===== src/rtl/s420_stim_seq_if.sv =====
// -----------------------------------------------------------------------------
// s420_stim_seq_if
//   Handshake / bus bundle between the stimulus sequencer and its host.
//   master : host side (drives mask shift, run request, pause/abort)
//   slave  : sequencer side (drives P_0, compare mask, BUSY, DONE)
// Signals
//   SI     serial mask data in          SE     shift enable (IDLE only)
//   START  run request (IDLE only)      LEN    run length, sampled with START
//   PAUSE  hold the run                 ABORT  terminate run without DONE
//   P_0    count enable to counter      C      compare mask, bit i is C_i
//   BUSY   run or hold in progress      DONE   one-cycle completion pulse
// -----------------------------------------------------------------------------
interface s420_stim_seq_if #(
   parameter int LEN_W  = 16,
   parameter int MASK_W = 17
);
   logic              SI;
   logic              SE;
   logic              START;
   logic [LEN_W-1:0]  LEN;
   logic              PAUSE;
   logic              ABORT;
   logic              P_0;
   logic [MASK_W-1:0] C;
   logic              BUSY;
   logic              DONE;

   modport master (
      output SI, SE, START, LEN, PAUSE, ABORT,
      input  P_0, C, BUSY, DONE
   );

   modport slave (
      input  SI, SE, START, LEN, PAUSE, ABORT,
      output P_0, C, BUSY, DONE
   );
endinterface


===== src/rtl/s420_stim_seq.sv =====
// -----------------------------------------------------------------------------
// s420_stim_seq
//   Upstream stimulus sequencer for the 16-bit counter/comparator stage.
//   Loads a compare mask serially while idle, then runs the counter stage by
//   holding P_0 high for exactly LEN cycles, with pause and abort support.
// Ports
//   CK   clock, all state changes on the rising edge
//   RN   asynchronous active-low reset (clears state, mask and count)
//   bus  s420_stim_seq_if.slave: SI/SE/START/LEN/PAUSE/ABORT in,
//        P_0/C/BUSY/DONE out (all outputs decoded from registers)
// -----------------------------------------------------------------------------
module s420_stim_seq #(
   parameter int LEN_W  = 16,
   parameter int MASK_W = 17
) (
   input  logic                 CK,
   input  logic                 RN,
   s420_stim_seq_if.slave       bus
);

   typedef enum logic [1:0] {
      ST_IDLE = 2'd0,
      ST_RUN  = 2'd1,
      ST_HOLD = 2'd2,
      ST_DONE = 2'd3
   } state_t;

   state_t            state_q, state_d;
   logic [MASK_W-1:0] mask_q,  mask_d;
   logic [LEN_W-1:0]  cnt_q,   cnt_d;

   always_ff @(posedge CK or negedge RN) begin
      if (!RN) begin
         state_q <= ST_IDLE;
         mask_q  <= '0;
         cnt_q   <= '0;
      end else begin
         state_q <= state_d;
         mask_q  <= mask_d;
         cnt_q   <= cnt_d;
      end
   end

   always_comb begin
      state_d = state_q;
      mask_d  = mask_q;
      cnt_d   = cnt_q;
      case (state_q)
         ST_IDLE: begin
            // START takes priority; a shift requested in the same cycle is dropped.
            if (bus.START) begin
               if (|bus.LEN) begin
                  cnt_d   = bus.LEN;
                  state_d = ST_RUN;
               end else begin
                  state_d = ST_DONE;
               end
            end else if (bus.SE) begin
               mask_d = {mask_q[MASK_W-2:0], bus.SI};
            end
         end
         ST_RUN: begin
            // Each RUN cycle consumes one count; the last one ignores PAUSE so
            // the total number of P_0-high cycles is always exactly LEN.
            if (bus.ABORT) begin
               state_d = ST_IDLE;
            end else if (cnt_q == LEN_W'(1)) begin
               state_d = ST_DONE;
            end else begin
               cnt_d   = cnt_q - LEN_W'(1);
               state_d = bus.PAUSE ? ST_HOLD : ST_RUN;
            end
         end
         ST_HOLD: begin
            if (bus.ABORT) begin
               state_d = ST_IDLE;
            end else if (!bus.PAUSE) begin
               state_d = ST_RUN;
            end
         end
         ST_DONE: begin
            state_d = ST_IDLE;
         end
         default: begin
            state_d = ST_IDLE;
         end
      endcase
   end

   assign bus.P_0  = (state_q == ST_RUN);
   assign bus.BUSY = (state_q == ST_RUN) || (state_q == ST_HOLD);
   assign bus.DONE = (state_q == ST_DONE);
   assign bus.C    = mask_q;

endmodule


===== src/flat_wrapper.sv =====
// flat-port wrapper written by rule: the top's interface ports become plain ports
module s420_stim_seq_flat 
#(
   parameter int LEN_W  = 16,
   parameter int MASK_W = 17
)
  (CK, RN, bus_SI, bus_SE, bus_START, bus_LEN, bus_PAUSE, bus_ABORT, bus_P_0, bus_C, bus_BUSY, bus_DONE);
  s420_stim_seq_if #(.LEN_W(LEN_W), .MASK_W(MASK_W)) bus_i ();
  input  logic CK;
  input  logic RN;
  input wire logic [$bits(bus_i.SI)-1:0] bus_SI;
  input wire logic [$bits(bus_i.SE)-1:0] bus_SE;
  input wire logic [$bits(bus_i.START)-1:0] bus_START;
  input wire logic [$bits(bus_i.LEN)-1:0] bus_LEN;
  input wire logic [$bits(bus_i.PAUSE)-1:0] bus_PAUSE;
  input wire logic [$bits(bus_i.ABORT)-1:0] bus_ABORT;
  output wire logic [$bits(bus_i.P_0)-1:0] bus_P_0;
  output wire logic [$bits(bus_i.C)-1:0] bus_C;
  output wire logic [$bits(bus_i.BUSY)-1:0] bus_BUSY;
  output wire logic [$bits(bus_i.DONE)-1:0] bus_DONE;
  assign bus_i.SI = bus_SI;
  assign bus_i.SE = bus_SE;
  assign bus_i.START = bus_START;
  assign bus_i.LEN = bus_LEN;
  assign bus_i.PAUSE = bus_PAUSE;
  assign bus_i.ABORT = bus_ABORT;
  assign bus_P_0 = bus_i.P_0;
  assign bus_C = bus_i.C;
  assign bus_BUSY = bus_i.BUSY;
  assign bus_DONE = bus_i.DONE;
  s420_stim_seq #(.LEN_W(LEN_W), .MASK_W(MASK_W)) u_core (.CK(CK), .RN(RN), .bus(bus_i));
endmodule

===== config.mk =====
export PLATFORM = sky130hd
export DESIGN_NAME = s420_stim_seq_flat
export DESIGN_NICKNAME = d
export VERILOG_FILES = /design/src/rtl/s420_stim_seq_if.sv /design/src/rtl/s420_stim_seq.sv /design/src/flat_wrapper.sv
export SDC_FILE = /design/constraint.sdc
export NUM_CORES = 1
export LEC_CHECK = 0
export ABC_AREA = 1
export BUFFER_PORTS_ARGS = -buffer_cell sky130_fd_sc_hd__buf_2
export CORE_ASPECT_RATIO = 1.1
export CORE_MARGIN = 2
export CORE_UTILIZATION = 57
export CTS_BUF_LIST = sky130_fd_sc_hd__clkbuf_8
export CTS_CLUSTER_SIZE = 25
export DETAILED_ROUTE_END_ITERATION = 10
export PLACE_DENSITY = 0.88
export SYNTH_ARGS = -nofsm -noshare
export SYNTH_HDL_FRONTEND = slang
export SYNTH_SLANG_ARGS = --single-unit

===== constraint.sdc =====
create_clock -name CK -period 2.19 [get_ports CK]
set_clock_uncertainty 0.15 [all_clocks]
set_input_delay 0.1095 -clock CK [delete_from_list [all_inputs] [get_ports CK]]
set_output_delay 0.1095 -clock CK [all_outputs]
set_load 0.005 [all_outputs]

; ---- Yosys cells after proc, flatten, opt, wreduce, memory -nomap -nowiden
; Index checks and enable logic that the tools add are counted.
; Widths: inputs -> output; s select.
[totals]
register_bits = 35
latchBits = 0
mem_bits_rw = 0
mem_bits_ro = 0
output_inout_bits = 20
word_cells = 34
n_memories = 0
[classes]
addsub = 1
multipliers = 0
n_div = 0
order_cmp = 0
eq_ne = 9
shifts = 0
mux = 13
bitwise_logic = 1
reduce_logical = 7
[op_table]
columns = op, n
row1 = $mux 16, 4
row2 = $pmux 16 s2, 1
row3 = $eq 16x1->1 const B, 1
row4 = $reduce_or 16->1, 1
row5 = $sub 16x1->16 const B, 1
row6 = $mux 2, 7
row7 = $pmux 2 s4, 1
row8 = $ne 2x2->1 const B, 3
row9 = $reduce_and 5->1, 1
row10 = $eq 2x2->1 const B, 2
row11 = $ne 3x3->1 const B, 1
row12 = $reduce_and 3->1, 1
row13 = $eq 2x1->1 const B, 1
row14 = $logic_not 2->1, 1
row15 = $ne 2x1->1 const B, 1
row16 = $reduce_and 2->1, 1
row17 = $reduce_bool 2->1, 1
row18 = $logic_or 1x1->1, 1
row19 = $not 1->1, 1

; ---- Depth between registers and ports, before layout
[depth]
ltp_word = 4
depth_mapped = 12
mapped_depth_nobuf = 11

; ---- Least setup slack after synthesis
; OpenSTA, ideal clock, no wires.
[synth_timing]
path_kind = register to register
start = register u_core.state_q[1]
end = register u_core.cnt_q[4]
setup_ps = 123
t_arrival_ps = 1494
required_time_ps = 1917
setup_slack_ps = 423
stages_incl_launch_ff = 11
path_buffers = 2
synth_period_minus_slack_ps = 1767
path_cell_list = dfrtp_1 -> inv_1 -> ha_1 -> buf_2 -> inv_2 -> or2_1 -> nand2_1 -> nand2_4 -> buf_6 -> nand2_1 -> o21ai_1
[synth_between]
elab_chain_len = 3
[synth_lines]
columns = element, line_no
row1 = "start, declared", s420_stim_seq.sv:28  ; state_t state_q, state_d;
row2 = "start signal, assigned", s420_stim_seq.sv:38  ; state_q <= state_d;
row3 = $eq 2x1->1 *, --
row4 = net bus_P_0, flat_wrapper.sv:17  ; output wire logic [$bits(bus_i.P_0)-1:0] bus_P_0;
row5 = $ne 2x2->1 (no source line) / $reduce_bool 2->1 (equally long branches), --
row6 = $reduce_and 5->1 (no source line), --
row7 = "end signal, assigned", s420_stim_seq.sv:40  ; cnt_q <= cnt_d;
row8 = "end, declared", s420_stim_seq.sv:30  ; logic [LEN_W-1:0] cnt_q, cnt_d;
; The timed path passes the listed nets; every way through them passes the cells marked *.
; A chain may end at the register's enable or synchronous reset.

; ---- Final worst setup path
[layout_timing]
start = register u_core.state_q[1]
end = register u_core.state_q[0]
[layout_between]
elab_chain_len = 3
[layout_lines]
columns = element, line_no
row1 = $eq 2x2->1 / $logic_not 2->1 (equally long branches), s420_stim_seq.sv:48  ; case (state_q)
row2 = $ne 3x3->1 (no source line) / $ne 2x2->1 (equally long branches), --
row3 = $reduce_and 2->1 (no source line), --
; Several ways; a longest one is shown, not always the timed one.

==> results.md <==
- Status: finished, violations left
- Violated checks: hold timing
- First drt pass iteration count: 4
- CTS root buffer: clkbuf_8
- Worst min path class: in2reg
- Post-CTS setup repair buffer count: 0
- Synth warn: 0
- Chip Height: 68.0 µm
- Initial antenna violation count: 0
- Vias: around 2100
- Arrival time worst endpoint: between 2 and 2.5 ns
- Synth Area in XOR/XNOR: less than 1%
- First DRT Iteration DRCs: between 150 and 200
- Switching power: about 1700 µW
- Dpl hpwl: between 3000 and 4000 µm
- CTS buffer count: 5
- RSZ-0062 raised after global routing: false
- Tot Pwr: between 3000 and 4000 µW
- Vias in the first global route: between 1500 and 2000
- Clock sinks: 35
- Multi-input logic area: roughly 1100 µm²
- Core ar.: 3600 µm²
- Post-synthesis adder-cell area fraction: between 4 and 5%
- Cell leakage power: between 0.001 and 0.0015 µW
- First-pass GRT wire length: roughly 8700 µm
- Yosys reg bits: 35
- Post-Layout Cell Count: around 420
- Worst hold slack: -0.00552 ns
- Die X-Extent: 62.1 µm
- Top Ports: 43
- CTS HTree Levels: 2
- Most frequent cells in the layout: nand2_1, buf_2, nor2_1, dfrtp_1, inv_1
- Clk slew on worst S/H paths: approximately 0.070 ns
- TNS Setup: 0 ns
- CTS Buffer Depth: 2
- Drt total wl: roughly 5000 µm
- Area Overhead vs Synth: 23.7%
- Endpoint class of the critical path: flip-flop
- # rows: 23
- Post-Synth Simple-Gate Area: a little over a third
- Worst slew margin: ~48%
- Most common cell after layout, fill and taps aside: nand2_1
- Initial core utilization: a little under 60%
- CTS tree: built
- Mapped Area: around 2100 µm²
- Achievable Freq: 0.482 GHz
- Drt wl/cell: roughly 12 µm
- Max-cap violations: 0
- Fraction of layout cells with a size suffix above 1: approximately 18%
- Clock network power share: 13.9%
- Combinational fraction of design power: 50.9%
- WP data required: 2.25 ns
- Largest net degree at the start of global routing: 36
- Vias per std cell: 4.98
- Cell area power density: ~1400 nW/µm²
- ANT cells: 0
- RePlAce Congestion: about 0.9
- Gr usage total: 26.3%
- Worst Path Max Fanout: 16
- Final period util: between 90% and 100%
- Post-Synthesis Cells: roughly 310
- Mean post-synth cell area: about 7 µm²
- GR Overflow Total: 0
- Post-synthesis mux area share: under 10%
- Die area: about 4200 µm²
- Crit start category: flip-flop
- Post-layout minimum cycle time: approximately 2.1 ns
- Post-route DRC violation count: 0
- Sw Ratio: a little under half
- ANT nets after route: 0
- Worst VDD drop: slightly below 0.0009 V
- Main combinational cell family by area after synthesis: simple AND/OR/NAND/NOR gates
- Placed Cells: approximately 390
- Nets: a little under 400
- Synth Area in Compound Gates: under 10%
- Fin. Hold Viols: 1
- Setup-failing EPs final: 0
- Worst-Skew Late Latency: around 0.3 ns
- Sequential fraction of design power: between 30% and 40%
- Input/output buffers: 42
- Yosys cell types: 27
- Actual slew at the worst max-slew pin: 0.779 ns
- Fill cells: between 300 and 400
- Max Slew Vio Count: 0
- Seq/Total Area, Yosys: roughly 41%
- Seq. cell area: roughly 900 µm²
- P_int: 1900 µW
- Critical path class: reg2reg
- Synth Net Count: about 340
[Yosys cell counts]
cell type / count / area (µm²)
o21ai_0: 14 / 70.1
o21bai_1: 1 / 7.51
inv_1: 30 / 113
a31oi_1: 1 / 6.26
a21oi_1: 11 / 55.1
or2_2: 2 / 12.5
a31o_2: 1 / 8.76
nand2_2: 2 / 12.5
ha_1: 7 / 87.6
mux2i_1: 2 / 20.0
clkbuf_1: 4 / 15.0
and2_1: 1 / 6.26
nand2_4: 1 / 11.3
nor2_2: 2 / 12.5
nand2_1: 119 / 447
inv_2: 2 / 7.51
xor2_1: 1 / 8.76
nor2_1: 39 / 146
o21ai_1: 5 / 25.0
or2_1: 1 / 6.26
mux2_2: 1 / 11.3
nand3_1: 20 / 100
buf_2: 1 / 5.00
dfrtp_1: 35 / 876
nor2_4: 1 / 11.3
buf_6: 3 / 33.8
buf_1: 1 / 3.75
[per-stage QoR]
step           utilization [%]  hold slack (ns)  area (µm²)  worst slack, ns
2_1_floorplan                -           -0.336        2120            0.423
3_3_place_gp              65.5           0.0791        2360            0.392
3_5_place_dp              65.5           0.0836        2360            0.370
4_1_cts                   72.9          0.00232        2620            0.137
5_1_grt                   72.9           0.0267        2620           0.0216
6_report                  72.9         -0.00552        2620            0.117
[power groups by stage]
stage	clock [µW]	sequential [µW]	combinational [µW]
global placement	0	1240	1720
detailed placement	0	1260	1780
finish	494	1260	1810
global route	532	1310	2100
CTS	498	1250	1820
floorplan	0	1220	1340
[cell families (layout without fill, tap and decap cells)]
group | count (synthesis) | after routing
compound gates | 33 | 33
xor+xnor | 1 | 1
fa+ha+maj | 7 | 7
buf+inv | 41 | 102
flops | 35 | 35
mux | 3 | 3
simple gates | 188 | 188
[final timing paths]
| check | slack [ns] | to | start | cells past startpoint |
|---|---|---|---|---|
| min reg2reg | 0.35 | u_core.bus.C[16] | u_core.bus.C[16] | 2 |
| min | -0.006 | u_core.cnt_q[1] | bus_LEN[1] | 3 |
| max reg2reg | 0.12 | u_core.state_q[0] | u_core.state_q[1] | 8 |
| max in group asynchronous | 1.12 | u_core.cnt_q[12] | RN | 2 |
| min in group asynchronous | 0.27 | u_core.cnt_q[13] | RN | 2 |
| max | 0.12 | u_core.state_q[0] | u_core.state_q[1] | 8 |
[worst max-delay path, stage by stage (launching register included)]
cell and delay (ns):
dfrtp_1 0.42, inv_1 0.11, ha_1 0.19, inv_2 0.04, buf_4 0.19, nor2_1 0.13
nand2_1 0.06, dlygate4sd3_1 0.56, a31oi_1 0.15
[sequential cells by signal (all words and copies together) (netlist names)]
signal,flops
u_core.bus.C,17
u_core.cnt_q,16
u_core.state_q,2
[timing repair]
action,CTS,global route
hold endpoints to repair,49,0
hold buffers,17,0
gates resized for setup,0,0
[layer usage]
metal / up-vias / track usage [%] / share of wire [%]
met5: - / 0 / 0
met4: 0 / 11.7 / 1.4
met3: 7 / 5.59 / 6.4
met2: 69 / 46.5 / 50
met1: 940 / 31.6 / 42
li1: 1070 / - / -
[final cells by class]
cell class	count	area share (%)
clock inverter	3	0.955
timing repair buffer	62	15.4
sequential	35	33.4
multi-input combinational	232	40.7
clock buffer	5	2.63
tap	50	2.39
inverter	32	4.58
Note: power is estimated with default switching activity, not from simulation.
